## config.mk

```make
export PLATFORM = sky130hd
export DESIGN_NAME = alu_share_arbiter
export DESIGN_NICKNAME = d
export VERILOG_FILES = /design/src/rtl/cpu_pkg.sv /design/src/rtl/alu_share_arbiter_rr_pick2.sv /design/src/rtl/alu_share_arbiter.sv
export SDC_FILE = /design/constraint.sdc
export NUM_CORES = 1
export LEC_CHECK = 0
export BUFFER_PORTS_ARGS = -buffer_cell sky130_fd_sc_hd__buf_2
export CORE_UTILIZATION = 43
export DETAILED_ROUTE_END_ITERATION = 16
export GPL_ROUTABILITY_DRIVEN = 0
export PLACE_DENSITY = 0.88
export SLEW_MARGIN = 20
export SYNTH_ARGS = -nofsm -noshare
export SYNTH_HDL_FRONTEND = slang
export SYNTH_HIERARCHICAL = 1
export SYNTH_SLANG_ARGS = --single-unit
```

## constraint.sdc

```tcl
create_clock -name CLK -period 1.7 [get_ports CLK]
set_input_delay 0.17 -clock CLK [delete_from_list [all_inputs] [get_ports CLK]]
set_output_delay 0.17 -clock CLK [all_outputs]
set_load 0.01 [all_outputs]
```

## src/rtl/cpu_pkg.sv

```systemverilog
// Shared types and constants for the ALU-sharing arbiter and its bench.
package cpu_pkg;

    localparam int DATA_W_DEF = 8;
    localparam int OP_W_DEF   = 3;

    typedef enum logic [1:0] {
        IDLE  = 2'd0,
        ISSUE = 2'd1,
        RESP  = 2'd2
    } arb_state_t;

    localparam logic [2:0] OP_ADD = 3'd0;
    localparam logic [2:0] OP_SUB = 3'd1;
    localparam logic [2:0] OP_AND = 3'd2;
    localparam logic [2:0] OP_OR  = 3'd3;

endpackage

```

## src/rtl/alu_share_arbiter_rr_pick2.sv

```systemverilog
// Two-way round-robin picker: a lone requester wins, a tie goes to prio_i.
module rr_pick2 (
    input  logic [1:0] valid_i,
    input  logic       prio_i,
    output logic [1:0] grant_o,
    output logic       winner_o
);

    always_comb begin
        // NOTE: every output gets a default first so no path leaves it unassigned (no latch).
        winner_o = 1'b0;
        grant_o  = 2'b00;
        case (valid_i)
            2'b01:   winner_o = 1'b0;
            2'b10:   winner_o = 1'b1;
            2'b11:   winner_o = prio_i;
            default: winner_o = 1'b0;
        endcase
        if (valid_i != 2'b00) begin
            grant_o = winner_o ? 2'b10 : 2'b01;
        end
    end

endmodule

```

## src/rtl/alu_share_arbiter.sv

```systemverilog
// Shares one combinational ALU between the execute stage (port 0) and the
// debug/host port (port 1): accept, issue from registered operands, respond.
module alu_share_arbiter
    import cpu_pkg::*;
#(
    parameter int DATA_W = DATA_W_DEF,
    parameter int OP_W   = OP_W_DEF
) (
    input  logic              CLK,
    input  logic              reset,
    input  logic              req0_valid,
    output logic              req0_ready,
    input  logic [DATA_W-1:0] req0_a,
    input  logic [DATA_W-1:0] req0_b,
    input  logic [OP_W-1:0]   req0_op,
    input  logic              req1_valid,
    output logic              req1_ready,
    input  logic [DATA_W-1:0] req1_a,
    input  logic [DATA_W-1:0] req1_b,
    input  logic [OP_W-1:0]   req1_op,
    output logic [DATA_W-1:0] alu_a,
    output logic [DATA_W-1:0] alu_b,
    output logic [OP_W-1:0]   alu_op,
    input  logic [DATA_W-1:0] alu_result,
    output logic              rsp0_valid,
    input  logic              rsp0_ready,
    output logic [DATA_W-1:0] rsp0_data,
    output logic              rsp1_valid,
    input  logic              rsp1_ready,
    output logic [DATA_W-1:0] rsp1_data,
    output logic              busy
);

    arb_state_t        state_q, state_d;
    logic              prio_q, prio_d;
    logic              owner_q, owner_d;
    logic [DATA_W-1:0] a_q, a_d, b_q, b_d, result_q, result_d;
    logic [OP_W-1:0]   op_q, op_d;

    logic [1:0] grant;
    logic       winner;
    logic       idle, accept, rsp_done;

    rr_pick2 u_pick (
        .valid_i  ({req1_valid, req0_valid}),
        .prio_i   (prio_q),
        .grant_o  (grant),
        .winner_o (winner)
    );

    // Ready is masked while reset is held so nothing looks accepted during reset.
    assign idle       = reset && (state_q == IDLE);
    assign req0_ready = idle && grant[0];
    assign req1_ready = idle && grant[1];
    assign accept     = (req0_valid && req0_ready) || (req1_valid && req1_ready);

    assign rsp0_valid = (state_q == RESP) && !owner_q;
    assign rsp1_valid = (state_q == RESP) &&  owner_q;
    assign rsp0_data  = result_q;
    assign rsp1_data  = result_q;
    assign rsp_done   = (rsp0_valid && rsp0_ready) || (rsp1_valid && rsp1_ready);

    assign alu_a = a_q;
    assign alu_b = b_q;
    assign alu_op = op_q;
    assign busy  = (state_q != IDLE);

    always_comb begin
        state_d  = state_q;
        prio_d   = prio_q;
        owner_d  = owner_q;
        a_d      = a_q;
        b_d      = b_q;
        op_d     = op_q;
        result_d = result_q;
        case (state_q)
            IDLE: begin
                if (accept) begin
                    state_d = ISSUE;
                    owner_d = winner;
                    a_d     = winner ? req1_a  : req0_a;
                    b_d     = winner ? req1_b  : req0_b;
                    op_d    = winner ? req1_op : req0_op;
                end
            end
            ISSUE: begin
                result_d = alu_result;
                state_d  = RESP;
            end
            RESP: begin
                if (rsp_done) begin
                    state_d = IDLE;
                    prio_d  = !owner_q;
                end
            end
            default: state_d = IDLE;
        endcase
    end

    always_ff @(posedge CLK) begin
        // NOTE: operand and result registers are reset too, so the ALU and
        // response buses read 0 straight after reset rather than stale data.
        if (!reset) begin
            state_q  <= IDLE;
            prio_q   <= 1'b0;
            owner_q  <= 1'b0;
            a_q      <= '0;
            b_q      <= '0;
            op_q     <= '0;
            result_q <= '0;
        end else begin
            // NOTE: non-blocking assignments keep every register updating from pre-edge values.
            state_q  <= state_d;
            prio_q   <= prio_d;
            owner_q  <= owner_d;
            a_q      <= a_d;
            b_q      <= b_d;
            op_q     <= op_d;
            result_q <= result_d;
        end
    end

endmodule
```

==> results_dict.tcl <==
set metrics [dict create \
    first_global_vias 1212 \
    via_per_inst 4.934 \
    rows 21 \
    grt_pass1_wl_um 5195 \
    ys.flop_type "dfxtp_1" \
    n_antenna_cell 0 \
    reg2reg_depth 3 \
    die_area_um2 3834 \
    tns_ns 0 \
    hold_depth 2 \
    arrival_ns 1.37 \
    clkSinkCount 31 \
    cts_tree "done" \
    worst_slew_pin_slew_ns 0.3993 \
    clk_latency_ns 0.32 \
    fmax_mhz 650.4 \
    synth_top_area_share_pct 40.19 \
    place_ws_ns 0.3050 \
    cp.buffers_inverters 1 \
    worstSetupPathType "flip-flop to output pin" \
    holdPathEnd "prio_q$_SDFFE_PN0P_" \
    routed_wl_um 3392 \
    min-delay-start "rsp1_ready" \
    syn_area_um2 1544 \
    hpwl_um 2449 \
    worstSetupStartpointType "flip-flop" \
    cts.clk_slew.worst_paths_ns 0.10 \
    cts-root-buf "clkbuf_4" \
    drv_slew 0 \
    power_density_nw_per_um2 846.9 \
    post_dp_cell_area_um2 1974 \
    synth_largest_area_cell "dfxtp_1" \
    synth_commonest_cells "31 x dfxtp_1, 20 x mux2i_1, 20 x o211ai_1" \
    grt_max_degree 32 \
    finalSetupViolCount 0 \
    path_cells "or3b_1 > nor2_1 > buf_2" \
    yosys_warnings 6 \
    ir_worst_vdd_mv 0.5373 \
    syn_area_per_cell_um2 9.590 \
    hold_buffers 0 \
    die_width_um 61.92 \
    critPathMaxStageDelay_ns 0.42 \
    synth_area_leaders "dfxtp_1 40%, mux2i_1 13%, o21ai_2 11%" \
    design_area_um2 2061 \
    syn_to_final_growth_pct 33.47 \
    stdcell_count 289 \
    setup_ws_ns 0.1624 \
    overflow 0 \
    antenna_found_initial 0 \
    rsz0062_at_grt "false" \
    worst_setup_path_end_kind "output pin" \
    io_buffers 91 \
    core_um2 3390 \
    die_y_um 61.92 \
    synthCells 161 \
    synth_edf_count 0 \
    drive_gt1_share_pct 52.26 \
    status "finished, final reports clean" \
    slew_headroom_pct 73.38 \
    floorplan.initialDensity_pct 45.55 \
    syn-num-nets 213 \
    cts_setup_buffers 0 \
    async_flop_share_pct 0 \
    min-delay-path-class "input pin to flip-flop" \
    r2r-start "state_q[0]$_SDFFE_PN0P_" \
    routedWlPerCell_um 11.74 \
    clockBufferDepth 2 \
    critical_path_required_ns 1.53 \
    vias 1426 \
    ys_seq_area_share_pct 40.19 \
    path_max_fanout 5 \
    fin_nets 294 \
    finClkSkew_ns 0.009332 \
    p_leak_nw 0.9896 \
    cts_resized 1 \
    grt_use_total_pct 18.46 \
    period_needed_ns 1.538 \
    drt_drc_violations_left 0 \
    drtPass1Iterations 4 \
    crit_family "simple AND/OR/NAND/NOR gates" \
    cpMaxStageDelayCell "or3b_1" \
    cap_violations 0 \
    synth.distinct_cells 26 \
    nFillCells 299 \
    ys_ff_latch 31 \
    htreeDepth 2 \
    dpl.cell_count 281 \
    first_iter_violations 80 \
    hold_violations 0 \
    numCtsBuffers 5 \
    yosysMostFrequentCell "dfxtp_1" \
    rrSetupSlack_ns 0.28 \
    postLayoutCoreUtil_pct 60.80 \
    min_period_over_period_pct 90.45 \
    pin_count 92 \
    antenna_left 0 \
    r2r_end "alu_a[5]$_SDFFE_PN0P_" \
]
==> stage by stage <==
step | total power [mW] | hold WS (ns)
after floorplan | 1.031 | 0.2832
after global placement | 1.159 | 0.3979
after detailed placement | 1.167 | 0.4070
after CTS | 1.762 | 0.05393
after global routing | 1.836 | 0.03911
final | 1.745 | 0.06889
==> layout make-up <==
cell class / instances / area (µm²) / area share [%]
clock buffers: 6 / 51.30 / 2.489
clock inverters: 2 / 35.03 / 1.700
inverters: 5 / 18.77 / 0.9107
multi-input cells: 104 / 779.5 / 37.83
flip-flops and latches: 31 / 620.6 / 30.12
well taps: 46 / 57.56 / 2.793
repair buffers: 95 / 498.0 / 24.17
==> power breakdown <==
part / total [mW] / internal (mW) / switching [mW]
Clock: 0.598 / 0.348 / 0.250
Combinational: 0.347 / 0.161 / 0.186
Sequential: 0.800 / 0.774 / 0.0262
Total: 1.75 / 1.28 / 0.463
==> sequential cells by signal (all words and copies together), names as in the netlist <==
name,flops
alu_a,8
alu_b,8
rsp0_data,8
alu_op,3
state_q,2
owner_q,1
prio_q,1
==> logic make-up (layout without fill, tap and decap cells) <==
| logic type | Yosys count | in the layout | share of synthesized area, % |
|---|---|---|---|
| muxes | 20 | 20 | 12.97 |
| buffers and inverters | 26 | 108 | 9.887 |
| and+or+nand+nor | 28 | 28 | 8.591 |
| AOI/OAI and AO/OA | 56 | 56 | 28.36 |
| DFF | 31 | 31 | 40.19 |
==> worst max-delay path by stage <==
stage / start / to / slack [ns] / cells after the start
after global placement: state_q[0]$_SDFFE_PN0P_ / alu_a[3]$_SDFFE_PN0P_ / 0.35 / 3
after floorplan: prio_q$_SDFFE_PN0P_ / alu_a[7]$_SDFFE_PN0P_ / 0.26 / 5
final: state_q[0]$_SDFFE_PN0P_ / req1_ready / 0.16 / 3
after CTS: state_q[0]$_SDFFE_PN0P_ / busy / 0.15 / 2
after global routing: state_q[0]$_SDFFE_PN0P_ / busy / 0.07 / 2
after detailed placement: state_q[0]$_SDFFE_PN0P_ / alu_op[0]$_SDFFE_PN0P_ / 0.31 / 3
==> layout by cell type (no fill, tap or decap), types with 2 or more instances in the layout <==
cell type	count
inv_1	4
nor2_1	2
nand2_1	17
mux2i_1	20
o211ai_1	20
and2_1	2
a21oi_1	2
buf_2	91
a21boi_1	9
o21ai_2	19
clkbuf_4	5
nor2b_1	3
dfxtp_1	31
buf_4	3
==> worst register-to-register path, cell delays in order (launching register included) <==
cell and delay (ns):
dfxtp_1 0.35, or3b_1 0.42, or2_4 0.40, o21ai_2 0.19
==> layer usage <==
layer	share of wire (%)	global-route usage (%)	wire, µm
met1	44	21.80	1490
met2	52	32.87	1774
met3	3.8	6.418	128
met4	0	2.857	0
met5	0	0	0
Note: power is estimated with default switching activity, not from simulation.
